[src/rtl/halt_controller.sv]
// Debounced run/step buttons drive a HALTED/RUN/STEP FSM that freezes the clock divider.
// Optional step counter compiled in with `define HALT_CONTROLLER_STEP_COUNT_EN.
module halt_controller #(
  parameter logic [19:0] DEBOUNCE_CYCLES = 20'd1000000
) (
  input  logic        clockIn,
  input  logic        reset,
  input  logic        runButton,
  input  logic        stepButton,
  input  logic        slowClock,
  output logic        halt,
  output logic        running,
  output logic [15:0] stepCount
);

  typedef enum logic [1:0] {S_HALTED, S_RUN, S_STEP} state_t;

  // Channel 0 = run button, channel 1 = step button.
  logic [1:0]  w_btn;
  logic [1:0]  r_sync1;
  logic [1:0]  r_sync2;
  logic [1:0]  r_deb;
  logic [1:0]  r_deb_prev;
  logic [19:0] r_cnt [2];
  logic [1:0]  w_press;
  logic        r_slow_prev;
  logic        w_slow_rise;
  logic        w_step_done;
  state_t      r_state;

  assign w_btn = {stepButton, runButton};

  always_ff @(posedge clockIn or posedge reset) begin
    if (reset) begin
      r_sync1    <= '0;
      r_sync2    <= '0;
      r_deb      <= '0;
      r_deb_prev <= '0;
      r_cnt[0]   <= '0;
      r_cnt[1]   <= '0;
    end else begin
      r_sync1    <= w_btn;
      r_sync2    <= r_sync1;
      r_deb_prev <= r_deb;
      for (int i = 0; i < 2; i++) begin
        if (r_sync2[i] == r_deb[i]) begin
          r_cnt[i] <= '0;
        end else if (r_cnt[i] == DEBOUNCE_CYCLES - 20'd1) begin
          r_deb[i] <= r_sync2[i];
          r_cnt[i] <= '0;
        end else begin
          r_cnt[i] <= r_cnt[i] + 20'd1;
        end
      end
    end
  end

  assign w_press = r_deb & ~r_deb_prev;

  always_ff @(posedge clockIn or posedge reset) begin
    if (reset) begin
      r_slow_prev <= 1'b0;
    end else begin
      r_slow_prev <= slowClock;
    end
  end

  assign w_slow_rise = slowClock & ~r_slow_prev;
  // A run press in STEP takes priority over completing the step.
  assign w_step_done = (r_state == S_STEP) && !w_press[0] && w_slow_rise;

  always_ff @(posedge clockIn or posedge reset) begin
    if (reset) begin
      r_state <= S_HALTED;
    end else begin
      case (r_state)
        S_HALTED: begin
          if (w_press[0])      r_state <= S_RUN;
          else if (w_press[1]) r_state <= S_STEP;
        end
        S_RUN: begin
          if (w_press[0]) r_state <= S_HALTED;
        end
        S_STEP: begin
          if (w_press[0])       r_state <= S_RUN;
          else if (w_slow_rise) r_state <= S_HALTED;
        end
        default: r_state <= S_HALTED;
      endcase
    end
  end

  assign halt    = (r_state == S_HALTED);
  assign running = (r_state == S_RUN);

`ifdef HALT_CONTROLLER_STEP_COUNT_EN
  logic [15:0] r_step_count;

  always_ff @(posedge clockIn or posedge reset) begin
    if (reset) begin
      r_step_count <= '0;
    end else if (w_step_done) begin
      r_step_count <= r_step_count + 16'd1;
    end
  end

  assign stepCount = r_step_count;
`else
  assign stepCount = 16'h0000;
`endif

endmodule

[config.mk]
export PLATFORM = sky130hd
export DESIGN_NAME = halt_controller
export DESIGN_NICKNAME = d
export VERILOG_FILES = /design/src/rtl/halt_controller.sv
export SDC_FILE = /design/constraint.sdc
export NUM_CORES = 1
export LEC_CHECK = 0
export ABC_CLOCK_PERIOD_IN_PS = 4360
export BUFFER_PORTS_ARGS = -buffer_cell sky130_fd_sc_hd__buf_4
export CAP_MARGIN = 30
export CORE_UTILIZATION = 30
export CTS_BUF_LIST = sky130_fd_sc_hd__clkbuf_8
export CTS_CLUSTER_DIAMETER = 200
export DETAILED_ROUTE_END_ITERATION = 6
export SYNTH_ARGS = -nofsm -noshare
export SYNTH_HDL_FRONTEND = slang
export SYNTH_SLANG_ARGS = --single-unit
[constraint.sdc]
create_clock -name clockIn -period 4.36 [get_ports clockIn]
set_clock_uncertainty 0.05 [all_clocks]
set_input_delay 0 -clock clockIn [delete_from_list [all_inputs] [get_ports clockIn]]
set_output_delay 0 -clock clockIn [all_outputs]
set_load 0.05 [all_outputs]
[Yosys cells after proc, flatten, opt, wreduce, memory -nomap -nowiden]
Index checks and enable logic that the tools add are counted.
Storage, ports and cells
  register bits: 51
  logic and storage cells: 40
Operators by class
  muxes and demuxes: 10
  equality and inequality tests: 9
  bitwise gates (word level): 6
  add/sub/neg operators: 2
  reduce and logical (&&, ||, !) cells: 4
Operator list (number)
  $mux W20: 4
  $add A20 B1 Y20 const B: 2
  $eq A20 B20 Y1 const B: 2
  $mux W2: 5
  $pmux W2 S3: 1
  $reduce_and A2 Y1: 2
  $ne A3 B1 Y1 const B: 1
  $ne A3 B3 Y1 const B: 1
  $not A1 Y1: 3
  $reduce_and A3 Y1: 1
  $and A2 B2 Y2: 1
  $eq A1 B1 Y1: 2
  $eq A2 B1 Y1 const B: 1
  $eq A2 B2 Y1 const B: 1
  $logic_not A2 Y1: 1
  $ne A2 B1 Y1 const B: 1
  $not A2 Y2: 1
  $and A1 B1 Y1: 1

[Logic depth before layout (Yosys ltp)]
  word-level depth: 5
  mapped depth: 6
  depth with buffers taken out: 5

[Least setup slack after synthesis]
OpenSTA, ideal clock, no wires.
  kind: register to register
  from: reg r_cnt[0] (netlist name)
  to: reg r_cnt[18] (netlist name)
  setup slack: 2.380 ns
  cell stages (with the launch flop): 7
  clock period less this slack: 1.980 ns
  required time: 4.232 ns
  data arrival time: 1.852 ns
  cell sequence: dfrtp_1 -> ha_1 -> nand2_1 -> or4_1 -> buf_2 -> or4_1 -> a21oi_1
Between the ends
  longest elaborated chain between the ends: 3
  elaborated cells on any way between the ends: 4
  classes of those cells: add/sub (1); eq/ne (1); mux (2)
Ends and longest elaborated chain
  from (decl): line 24  | logic [19:0] r_cnt [2];
  from (signal, indexed assignment): line 52  | r_cnt[i] <= r_cnt[i] + 20'd1;
  $add A20 B1 Y20 or $eq A20 B20 Y1 (tied branches): line 52, 48
  $mux W20 *: line 48  | end else if (r_cnt[i] == DEBOUNCE_CYCLES - 20'd1) begin
  $mux W20 *: line 46  | if (r_sync2[i] == r_deb[i]) begin
Every way passes the cells marked *; elsewhere a longest branch is shown, timed or not.
A chain may end at the register's enable or synchronous reset.

[Worst setup path in the final report]
Same ends and word-level chain as after synthesis.

==> qor.yml <==
status: "finished clean"
pwr-share-comb: 0.075
die-area_sq_um: 8600
grt_pass1_wl_microns: 7570
dieWidth_microns: 92.7
rsz0062_at_grt: "false"
crit_type: "register to register"
synth_xor_area_frac: 0.0993
clock.fmax_mhz: 474
synth_simple_gate_area_share: 0.237
antenna_cells: 0
track_usage: 0.109
dp_hpwl_microns: 2940
drtPass1Iterations: 4
vdd_drop_max_uv: 121
clockRootBuffer: "clkbuf_8"
power_mw: 0.842
cts_sinks: 51
maxCapViolations: 0
die_y_microns: 92.7
layout_commonest_cell: "dfrtp_1"
initial_core_util: 0.315
p_switching_mw: 0.207
fin_util: 0.349
synthCells: 247
htreeDepth: 2
synth-edff-count: 0
power_leakage_nw: 1.11
gr-total-overflow: 0
crit_required_ps: 4550
clk_pin_slew_ps: 90
power_frac_seq: 0.575
p_int_mw: 0.635
grt_pass1_vias: 1669
drv_slew: 0
vias_per_cell: 4.60
async_flop_share: 1.00
cts_buffer_depth: 2
yosysSeqAreaShare: 0.517
final_cell_mix: "dfrtp_1, nor2_1, xnor2_1"
grt_max_degree: 34
antenna_found_initial: 0
cp-end-kind: "register"
drtIter0Drc: 93
yosysUniqueCellTypes: 32
ios: 23
wirelength_microns: 4150
cp_max_fo: 7
cts_tree: "done"
placeableCoreArea_sq_um: 7850
finalCritPeriodShare: 0.484
tns_ps: 0
vias: 1679
synth_compound_area_frac: 0.0583
cp-start-kind: "register"
clk_latency_ps: 310
switching_share: 0.246
drive_gt1_frac: 0.0875
fin_crit_ps: 2110
nets: 269
setup_viol: 0
drc_errors: 0
hold_viol: 0
gp_congestion: 0.781
ys_warn_count: 0
synth_top_family_by_area: "simple AND/OR/NAND/NOR gates"
syn_avg_cell_area_sq_um: 9.99
cts-buffers-inserted: 5
synthAdderAreaFrac: 0.0101
clockPowerShare: 0.350
powerDensity_nw_per_um2: 307
drtAntennaViolNets: 0
hold_class: "primary input to asynchronous set/reset pin"
n_fill_cell: 807
synthMuxAreaShare: 0.00912
area_growth_pct: 11.0
cts.repair.resized: 0
synth-main-ff-cell: "dfrtp_1"
synth-seq-cells: 51
detail_route.wl_per_cell_microns: 11.4
syn_area_sq_um: 2470
rows: 32
cp.arrival_ps: 2290
numPortBuffers: 6
==> critical path: stages (launching register included) <==
cell	delay, ps
dfrtp_1	380
ha_1	210
nand2_1	90
or4_1	650
or4_1	500
a21oi_1	160
==> what timing repair did <==
action	4_1_cts	5_1_grt
hold endpoints to repair	21	0
hold buffers	4	0
setup buffers	0	0
==> path summary, 6_finish.rpt <==
path	endpoint	slack (ps)	cells after the start	from
min in group clockIn	r_sync1[1]	300	2	stepButton
max in group asynchronous	r_cnt[25]	3550	4	reset
worst min-delay path	r_deb_prev[1]	200	3	reset
worst max register to register	r_cnt[18]	2250	5	r_cnt[0]
worst max-delay path	r_cnt[18]	2250	5	r_cnt[0]
worst min register to register	r_sync2[1]	300	0	r_sync1[1]
==> flip-flops by register name, summed over array words and instances (netlist names) <==
signal       cells
r_cnt           40
r_slow_prev      1
r_sync1          2
r_deb_prev       2
r_deb            2
r_sync2          2
r_state          2
==> area by class of cell <==
cell class	instances	area, sq um	share of cell area
tap	102	128	0.0466
timing repair buffer	13	120	0.0438
inverter	8	30.0	0.0110
clock buffer	7	96.3	0.0352
clock inverter	1	3.75	0.00137
sequential	51	1280	0.466
multi-input combinational	183	1090	0.396
==> per-stage QoR <==
step           hold slack, ps  worst slack, ps  std cells  instance area, sq um
3_3_place_gp             60.9             2310        352                  2580
3_5_place_dp            -11.0             2260        353                  2600
4_1_cts                   200             2240        365                  2740
2_1_floorplan           -18.6             2380        262                  2520
5_1_grt                   223             2150        365                  2740
6_report                  201             2250        365                  2740
==> power groups by stage <==
stage / logic (mW) / clock network, mW / registers (mW)
global route: 0.0701 / 0.328 / 0.485
global placement: 0.0592 / 0 / 0.493
CTS: 0.0649 / 0.309 / 0.484
finish: 0.0635 / 0.295 / 0.484
detailed placement: 0.0619 / 0 / 0.494
floorplan: 0.0611 / 0 / 0.492
==> cells by family (layout without fill, tap and decap cells) <==
family,count (synthesis),after routing
xor gates and xnor gates,28,28
AOI/OAI and AO/OA,24,24
buffers and inverters,28,29
other,1,16
muxes,2,2
and+or+nand+nor,111,111
DFF,51,51
adders and majority gates,2,2
==> per-layer routing <==
metal	vias up	GRT usage	share of wire
met5	-	0	0
met4	0	0.0423	0.015
met3	5	0.0222	0.027
met2	28	0.170	0.44
met1	792	0.150	0.51
li1	854	-	-
==> synth_stat cells (all sizes together), types with 2 or more instances <==
| cell type | instances | area share |
|---|---|---|
| buf | 18 | 0.053 |
| nor3 | 8 | 0.016 |
| clkbuf | 2 | 0.0030 |
| ha | 2 | 0.010 |
| and2 | 2 | 0.0051 |
| xor2 | 8 | 0.028 |
| a21oi | 10 | 0.020 |
| dfrtp | 51 | 0.52 |
| mux2 | 2 | 0.0091 |
| and3 | 2 | 0.0051 |
| nor4b | 2 | 0.0071 |
| nand3 | 10 | 0.020 |
| xnor2 | 20 | 0.071 |
| nor4 | 7 | 0.018 |
| or4b | 2 | 0.0081 |
| nand2 | 16 | 0.024 |
| inv | 8 | 0.012 |
| nor2 | 34 | 0.052 |
| nand4 | 9 | 0.029 |
| nor2b | 3 | 0.0076 |
| o31ai | 7 | 0.023 |
| or3 | 7 | 0.018 |
| o21ai | 6 | 0.012 |
| or4 | 7 | 0.021 |
(Power assumes the default switching activity.)
